===== src/rtl/if_stage_pkg.sv =====
// rtl/if_stage_pkg.sv - shared constants and fetch FSM encoding for the IF stage
package if_stage_pkg;

    localparam logic [31:0] NOP_INSTR_DEF = 32'h0000_0013;
    localparam logic [63:0] RESET_PC_DEF  = 64'h0000_0000_0000_0000;

    localparam logic [1:0] ST_REQ  = 2'd0;
    localparam logic [1:0] ST_WAIT = 2'd1;
    localparam logic [1:0] ST_HOLD = 2'd2;

    typedef enum logic [1:0] {
        S_REQ  = ST_REQ,
        S_WAIT = ST_WAIT,
        S_HOLD = ST_HOLD
    } fetch_state_t;

    // Instructions are word aligned; the low two bits of any target are dropped.
    function automatic logic [63:0] align_pc(input logic [63:0] pc);
        return pc & ~64'd3;
    endfunction

endpackage


===== src/rtl/if_stage_if_id_reg.sv =====
// rtl/if_stage_if_id_reg.sv - IF/ID pipeline register with load, bubble and hold controls
module if_id_reg
    import if_stage_pkg::*;
#(
    parameter logic [31:0] NOP_INSTR = NOP_INSTR_DEF
) (
    input  logic        clk,
    input  logic        reset,
    input  logic        load,
    input  logic        bubble,
    input  logic [31:0] instr_in,
    input  logic [63:0] pc_in,
    output logic [31:0] instruction_D,
    output logic [63:0] PC_D,
    output logic        valid_D
);

    // A bubble keeps PC_D so decode still sees the last real PC.
    always_ff @(posedge clk or posedge reset) begin
        if (reset) begin
            instruction_D <= NOP_INSTR;
            PC_D          <= '0;
            valid_D       <= 1'b0;
        end else if (bubble) begin
            instruction_D <= NOP_INSTR;
            valid_D       <= 1'b0;
        end else if (load) begin
            instruction_D <= instr_in;
            PC_D          <= pc_in;
            valid_D       <= 1'b1;
        end
    end

endmodule


===== src/rtl/if_stage.sv =====
// rtl/if_stage.sv - fetch stage: PC, single-outstanding imem handshake, IF/ID (option IF_MISALIGN_CHK_EN)
module if_stage
    import if_stage_pkg::*;
#(
    parameter logic [63:0] RESET_PC  = RESET_PC_DEF,
    parameter logic [31:0] NOP_INSTR = NOP_INSTR_DEF
) (
    input  logic        clk,
    input  logic        reset,
    input  logic        stall_D,
    input  logic        flush_D,
    input  logic        redirect_en,
    input  logic [63:0] redirect_pc,
    output logic        imem_req,
    output logic [63:0] imem_addr,
    input  logic        imem_ack,
    input  logic [31:0] imem_rdata,
    output logic [31:0] instruction_D,
    output logic [63:0] PC_D,
    output logic        valid_D,
    output logic        fetch_misaligned
);

    fetch_state_t state, state_n;
    logic [63:0]  pc_f, pc_n, pc_inc;
    logic         kill, kill_n, req_n;
    logic         buf_valid, buf_valid_n;
    logic [31:0]  buf_instr, buf_instr_n, idr_instr;
    logic [63:0]  buf_pc, buf_pc_n, idr_pc;
    logic         idr_load, idr_bubble;

    assign pc_inc    = pc_f + 64'd4;
    assign imem_addr = pc_f;

    always_comb begin
        state_n     = state;
        pc_n        = pc_f;
        kill_n      = kill;
        req_n       = imem_req;
        buf_valid_n = buf_valid;
        buf_instr_n = buf_instr;
        buf_pc_n    = buf_pc;
        idr_load    = 1'b0;
        idr_bubble  = 1'b0;
        idr_instr   = imem_rdata;
        idr_pc      = pc_f;

        case (state)
            S_REQ: begin
                req_n   = 1'b1;
                state_n = S_WAIT;
            end
            S_WAIT: begin
                if (imem_ack) begin
                    req_n = 1'b0;
                    if (kill) begin
                        kill_n  = 1'b0;
                        state_n = S_REQ;
                    end else if (stall_D || flush_D) begin
                        // Decode cannot take it now; park it rather than refetch.
                        buf_valid_n = 1'b1;
                        buf_instr_n = imem_rdata;
                        buf_pc_n    = pc_f;
                        pc_n        = pc_inc;
                        state_n     = S_HOLD;
                    end else begin
                        idr_load = 1'b1;
                        pc_n     = pc_inc;
                        state_n  = S_REQ;
                    end
                end
            end
            S_HOLD: begin
                if (buf_valid && !stall_D && !flush_D) begin
                    idr_load    = 1'b1;
                    idr_instr   = buf_instr;
                    idr_pc      = buf_pc;
                    buf_valid_n = 1'b0;
                    state_n     = S_REQ;
                end
            end
            default: begin
                req_n   = 1'b0;
                state_n = S_REQ;
            end
        endcase

        if (flush_D) begin
            idr_load   = 1'b0;
            idr_bubble = 1'b1;
        end else if (!stall_D && !idr_load) begin
            idr_bubble = 1'b1;
        end

        // A redirect outranks everything: the response in flight is stale.
        if (redirect_en) begin
            pc_n        = align_pc(redirect_pc);
            buf_valid_n = 1'b0;
            idr_load    = 1'b0;
            idr_bubble  = 1'b1;
            if (state == S_WAIT) begin
                if (imem_ack) begin
                    kill_n  = 1'b0;
                    state_n = S_REQ;
                end else begin
                    kill_n = 1'b1;
                end
            end
            if (state == S_HOLD) state_n = S_REQ;
        end
    end

    always_ff @(posedge clk or posedge reset) begin
        if (reset) begin
            state     <= S_REQ;
            pc_f      <= RESET_PC;
            kill      <= 1'b0;
            imem_req  <= 1'b0;
            buf_valid <= 1'b0;
            buf_instr <= NOP_INSTR;
            buf_pc    <= '0;
        end else begin
            state     <= state_n;
            pc_f      <= pc_n;
            kill      <= kill_n;
            imem_req  <= req_n;
            buf_valid <= buf_valid_n;
            buf_instr <= buf_instr_n;
            buf_pc    <= buf_pc_n;
        end
    end

    if_id_reg #(
        .NOP_INSTR (NOP_INSTR)
    ) u_if_id_reg (
        .clk           (clk),
        .reset         (reset),
        .load          (idr_load),
        .bubble        (idr_bubble),
        .instr_in      (idr_instr),
        .pc_in         (idr_pc),
        .instruction_D (instruction_D),
        .PC_D          (PC_D),
        .valid_D       (valid_D)
    );

`ifdef IF_MISALIGN_CHK_EN
    logic misaligned_q;

    always_ff @(posedge clk or posedge reset) begin
        if (reset)
            misaligned_q <= 1'b0;
        else if (redirect_en && (redirect_pc[1:0] != 2'b00))
            misaligned_q <= 1'b1;
    end

    assign fetch_misaligned = misaligned_q;
`else
    assign fetch_misaligned = 1'b0;
`endif

endmodule


===== config.mk =====
export PLATFORM = sky130hd
export DESIGN_NAME = if_stage
export DESIGN_NICKNAME = d
export VERILOG_FILES = /design/src/rtl/if_stage_pkg.sv /design/src/rtl/if_stage_if_id_reg.sv /design/src/rtl/if_stage.sv
export SDC_FILE = /design/constraint.sdc
export NUM_CORES = 1
export LEC_CHECK = 0
export CAP_MARGIN = 10
export CORE_ASPECT_RATIO = 0.6
export CORE_MARGIN = 2
export CORE_UTILIZATION = 30
export CTS_CLUSTER_SIZE = 16
export DETAILED_ROUTE_END_ITERATION = 8
export PLACE_DENSITY_LB_ADDON = 0.1
export SLEW_MARGIN = 15
export SYNTH_ARGS = -nofsm -noshare
export SYNTH_HDL_FRONTEND = slang
export SYNTH_SLANG_ARGS = --single-unit

===== constraint.sdc =====
create_clock -name clk -period 8.6 [get_ports clk]
set_clock_uncertainty 0.2 [all_clocks]
set_input_delay 2.15 -clock clk [delete_from_list [all_inputs] [get_ports clk]]
set_output_delay 2.15 -clock clk [all_outputs]
set_load 0.005 [all_outputs]

* Word-level counts from Yosys, hierarchy flattened
Cells that the tools add are included.
** Operators by class
- $add $sub $neg :: 1
- Equality and inequality tests :: 8
- Mux-type cells :: 44
- Bitwise logic cells :: 3
- Reduce and logical (&&, ||, !) cells :: 17
** Operators with widths (number)
- 64-bit two-way mux :: 6
- 32-bit two-way mux :: 4
- 64-bit by 3-bit adder with 64-bit output, second input constant :: 1
- 1-bit two-way mux :: 22
- 2-bit two-way mux :: 8
- 3-bit != test, second input constant :: 4
- 2-bit one-hot mux with 3 select lines :: 1
- 2-bit nonzero test :: 3
- 5-bit AND reduction :: 1
- 2-bit != test, second input constant :: 2
- 1-bit one-hot mux with 2 select lines :: 2
- 2-bit AND reduction :: 2
- 4-bit AND reduction :: 1
- 1-bit logical AND :: 3
- 1-bit zero test :: 3
- 1-bit NOT :: 3
- 1-bit one-hot mux with 3 select lines :: 1
- 3-bit AND reduction :: 1
- 3-bit nonzero test :: 1
- 2-bit by 1-bit equality test with 1-bit output, second input constant :: 1
- 2-bit equality test, second input constant :: 1
- 2-bit zero test :: 1
- 1-bit logical OR :: 1
** Storage, ports and cells
- Flip-flop bits (word level) :: 262
- Input bits :: 102
- Output and inout bits :: 163
- Word-level logic and storage cells :: 83

* Depth between registers and ports, before layout
- Depth after elaboration :: 12
- Mapped depth :: 11
- Depth with buffers taken out :: 7

* Cells and area by module
From an unflattened synthesis, not the netlist that was laid out.
** Second synthesis, totals
- Cells, all modules :: 1017
- Area, all modules :: 12634.6 um^2
** Modules (own cells, without submodules)
- if_stage :: instances 1, cells each 773, area an instance 8610.8 um^2, sequential area each 4032.6 um^2
- if_id_reg :: instances 1, cells each 244, area an instance 4023.9 um^2, sequential area each 2431.1 um^2

* Worst setup path before layout
No wires, ideal clock.
- Path type :: in2reg
- Start :: input port imem_ack
- End :: register buf_instr[28]
- Arrival time :: 3473 ps
- Required time :: 8275 ps
- Path slack :: 4802 ps
- Stages :: 5
- Path through :: nand3b_2 -> nor2_1 -> clkbuf_1 -> buf_2 -> mux2_2
** Between the ends
- Word-level cells in the longest chain between the ends :: 1
** Ends and longest elaborated chain
- start, declared :: line if_stage.sv:16 : input logic imem_ack,
- 4-bit AND reduction (no line)
- end signal, assigned :: line if_stage.sv:128 : buf_instr <= buf_instr_n;
- end, declared :: line if_stage.sv:28 : logic [31:0] buf_instr, buf_instr_n, idr_instr;
No other way between the ends.
A chain may end at the register's enable or synchronous reset.

* Worst setup path in the final report
- Start :: input port stall_D
- End :: register u_if_id_reg.PC_D[8]
** Between the ends
- Word-level cells in the longest chain between the ends :: 12
- Elaborated cells between the ends (all ways) :: 20
** Ends and longest elaborated chain
- start, declared :: line if_stage.sv:10 : input logic stall_D,
- 1-bit logical OR or 1-bit zero test (tied branches) :: line if_stage.sv:59, if_stage.sv:74, if_stage.sv:91
- 1-bit two-way mux or 1-bit logical AND (tied branches) :: line if_stage.sv:59, if_stage.sv:74
- 1-bit two-way mux or 1-bit logical AND (tied branches) :: line if_stage.sv:56, if_stage.sv:74
- 1-bit two-way mux (on tied branches) :: line if_stage.sv:54, if_stage.sv:74
- 1-bit one-hot mux with 2 select lines :: line if_stage.sv:48 : case (state)
- 1-bit zero test :: line if_stage.sv:91 : end else if (!stall_D && !idr_load) begin
- 1-bit logical AND :: line if_stage.sv:91
- 1-bit two-way mux :: line if_stage.sv:91
- 1-bit two-way mux :: line if_stage.sv:88 : if (flush_D) begin
- 1-bit two-way mux :: line if_stage.sv:96 : if (redirect_en) begin
- 1-bit NOT (no line)
- 2-bit AND reduction (no line)
- end signal, assigned :: line if_stage_if_id_reg.sv:29 : PC_D <= pc_in;
- end, declared :: line if_stage_if_id_reg.sv:14 : output logic [63:0] PC_D,
Several ways; a longest one is shown, not always the timed one.

==> metrics.txt <==
worst-margin pin slew around 0.9 ns; worst path arrival time 5.50 ns; initial antenna violation count 0; Post-Syn Area per Cell 10.9 um^2; postcts setup bufs 0; leak pwr 0.00706 uW; Clk pwr share 31.7%; global-route wire length before repair 53,800 um; Final Hold Fails 0; Clock Latency Late Sink 0.55 ns; # hold bufs at CTS 0; via count between 9,000 and 10,000; Cell Pwr Density around 250 nW/um^2; Seq/Total Area, Yosys between 50% and 60%; NumNets Final 1,424; Max Clk Rate between 150 and 200 MHz; sequential share of power 45.3%; Setup crit start kind primary input; Setup TNS 0 ns; dpl hpwl 23,300 um; max cap viols 0; # IOs 265; number of nets still failing antenna checks after routing 0; number of global-route vias before repair between 8,000 and 9,000; CTS H-Tree Depth 1; final wirelength 35,100 um; Comb power frac between 20% and 30%; count of different cell masters after synthesis 53; main flop type after synthesis dfrtp_1; total track usage 16.9%; Pint 2860 uW; Rows 56; Hold WC Path Type reg -> reg; GP Congestion roughly 0.74; count of pins over their slew limit 0; Cell Area, Placed ~15,000 um^2; clock sinks 256; endpoints failing setup 0; drt wl/cell 18.9 um; Tmin final 5.31 ns; Clk pin slew, worst setup/hold paths around 0.06 ns; post-CTS sizing 0; run status complete, no violations; Sw Ratio 27.4%; number of synthesized flops with an enable pin 0; Port-buffer cells about 260; flops & latches, synth 256; largest net degree at the start of global routing ~130; fin crit share 61.8%; die area 41,200 um^2; Initial DRT Pass Iterations 5; Inst Count DP roughly 1,800; RSZ-0062 raised after global routing false; root buffer cell clkbuf_16; Core Util, Final between 40% and 50%; CTS tree yes; layout cells sized above 1 13.2%; initial core utilization 30.4%; DR vias/cell between 4 and 5; YS warnings 0; maximum buffer depth of the clock tree 3; DRC Markers 0; Die Ht 158 um; n_diodes 0; Chip Width approximately 260 um; Worst VDD drop 0.000131 V; Final Non-Filler Cells roughly 1,900; Syn Inst Count 1,087; Final Cell Area 15,900 um^2; Mapped Area 11,900 um^2; worst rel slew slack 37.8%; Syn-to-layout area delta 33.8%; Crit Path Max Fanout 83; total gr overflow 0; P_sw 1080 uW; Placeable Area 39,000 um^2; fillers 3,731; Iteration-0 DRC Markers 530; Crit Path Category in -> reg; FFs w/ async S/R, synth 100%; TritonCTS Buffers 28; crit path capture type flip-flop; Worst EP required 8.79 ns
-- final cells by class --
type / count / area (um^2) / area share, %
Timing Repair Buffer: 271 / 2690 / 16.9
Clock buffer: 42 / 815 / 5.13
Multi-Input combinational cell: 749 / 5140 / 32.4
Sequential cell: 256 / 6410 / 40.4
Clock inverter: 7 / 114 / 0.717
Inverter: 11 / 45.0 / 0.284
Tap cell: 522 / 653 / 4.12
-- cell usage after synthesis (2+ instances only) --
cell      count  share of area (%)
or3_1         5               0.26
xnor2_1      13               0.96
o21ai_0     134                5.7
o211ai_1      2               0.13
nand4_1      34                1.8
o22a_1        3               0.22
nand4b_1      4               0.30
o311ai_0      2               0.15
o31ai_1       2               0.13
buf_2        19               0.80
nand2_1     171                5.4
dfstp_2       6                1.3
buf_4         7               0.44
and3_1       12               0.63
a21oi_1       7               0.30
o311ai_1      2               0.15
or4_1         9               0.57
o21bai_1      2               0.13
ha_1          5               0.53
a22oi_1      10               0.63
inv_1        10               0.32
nor2b_1      11               0.58
buf_1         5               0.16
nor3_1       10               0.42
clkbuf_1     44                1.4
and4_1        3               0.22
nand3_1      29                1.2
xor2_1       28                2.1
dfrtp_1     250                 53
mux2_2      102                9.7
mux2i_1      94                7.9
nor2_1       22               0.70
nor4_1        7               0.37
a31oi_1       4               0.21
-- cells in the final DEF, fill, tap and decap left out, drive strengths merged, types with 6 or more instances in the layout --
master,synthesis,final
clkdlybuf4s50,0,256
clkbuf,44,42
dfrtp,250,250
mux2i,94,94
xnor2,13,13
xor2,28,28
inv,11,10
a21oi,7,7
or4,9,9
dfstp,6,6
nand2,171,171
nor4,8,8
mux2,102,102
nand4,34,34
and3,12,12
nor2b,11,11
a22oi,10,10
o21ai,134,134
nor3,10,10
buf,31,15
nor2,22,22
nand3,30,30
-- state kept, by name, summed over array words and instances (netlist names) --
register and count:
buf_instr 32, u_if_id_reg.instruction_D 32, kill 1, buf_pc 62
imem_req 1, state 2, u_if_id_reg.valid_D 1, buf_valid 1
imem_addr 62, u_if_id_reg.PC_D 62
-- logic make-up after synthesis --
group,after synthesis,share of synthesized area (%)
adder cells (fa/ha/maj),5,0.527
AO/OA/AOI/OAI,173,8.07
XOR/XNOR,41,3.03
buffers and inverters,86,3.14
other,1,0.0316
flip-flops,256,54.1
multiplexers,196,17.6
AND/OR/NAND/NOR,329,13.5
-- worst max-delay path: stages --
cell and delay (ns):
clkdlybuf4s50_1 0.50, nand4bb_4 0.75, o21ai_0 0.43, nand3_4 0.71, buf_4 0.64, nand2_1 0.15, o21ai_0 0.10
-- final timing paths --
kind	slack, ns	end	depth (start not counted)	start
worst max-delay path	3.29	u_if_id_reg.PC_D[8]$_DFFE_PP0P_	7	stall_D
worst min-delay path	0.28	u_if_id_reg.PC_D[47]$_DFFE_PP0P_	2	u_if_id_reg.PC_D[47]$_DFFE_PP0P_
worst max register to register	4.70	u_if_id_reg.PC_D[8]$_DFFE_PP0P_	8	state[0]$_DFF_PP0_
worst min register to register	0.28	u_if_id_reg.PC_D[47]$_DFFE_PP0P_	2	u_if_id_reg.PC_D[47]$_DFFE_PP0P_
max in group asynchronous	4.80	imem_addr[40]$_DFFE_PP0P_	4	reset
min in group asynchronous	1.80	u_if_id_reg.instruction_D[30]$_DFFE_PP0P_	2	reset
-- power groups by stage --
stage	clock (uW)	combinational, uW	sequential [uW]
floorplan	0	509	1760
finish	1250	906	1790
global placement	0	911	1800
CTS	1290	928	1790
detailed placement	0	924	1810
global route	1340	1000	1840
-- stage by stage --
stage / setup WS [ns] / hold slack, ns / total power, uW
final: 3.29 / 0.277 / 3940
after global routing: 2.92 / 0.301 / 4180
after CTS: 3.11 / 0.283 / 4010
after detailed placement: 2.59 / 0.267 / 2730
after global placement: 2.59 / 0.260 / 2710
after floorplan: 2.88 / 0.271 / 2260
-- layer usage --
metal	vias up	wire length (um)	global-route usage, %	part of all wire (%)
met2	161	15300	25.7	44
met4	0	546	3.18	1.6
met1	4529	17400	24.8	50
met5	-	0	0	0
met3	39	1760	3.62	5.0
li1	4307	-	-	-
(Power assumes the default switching activity.)
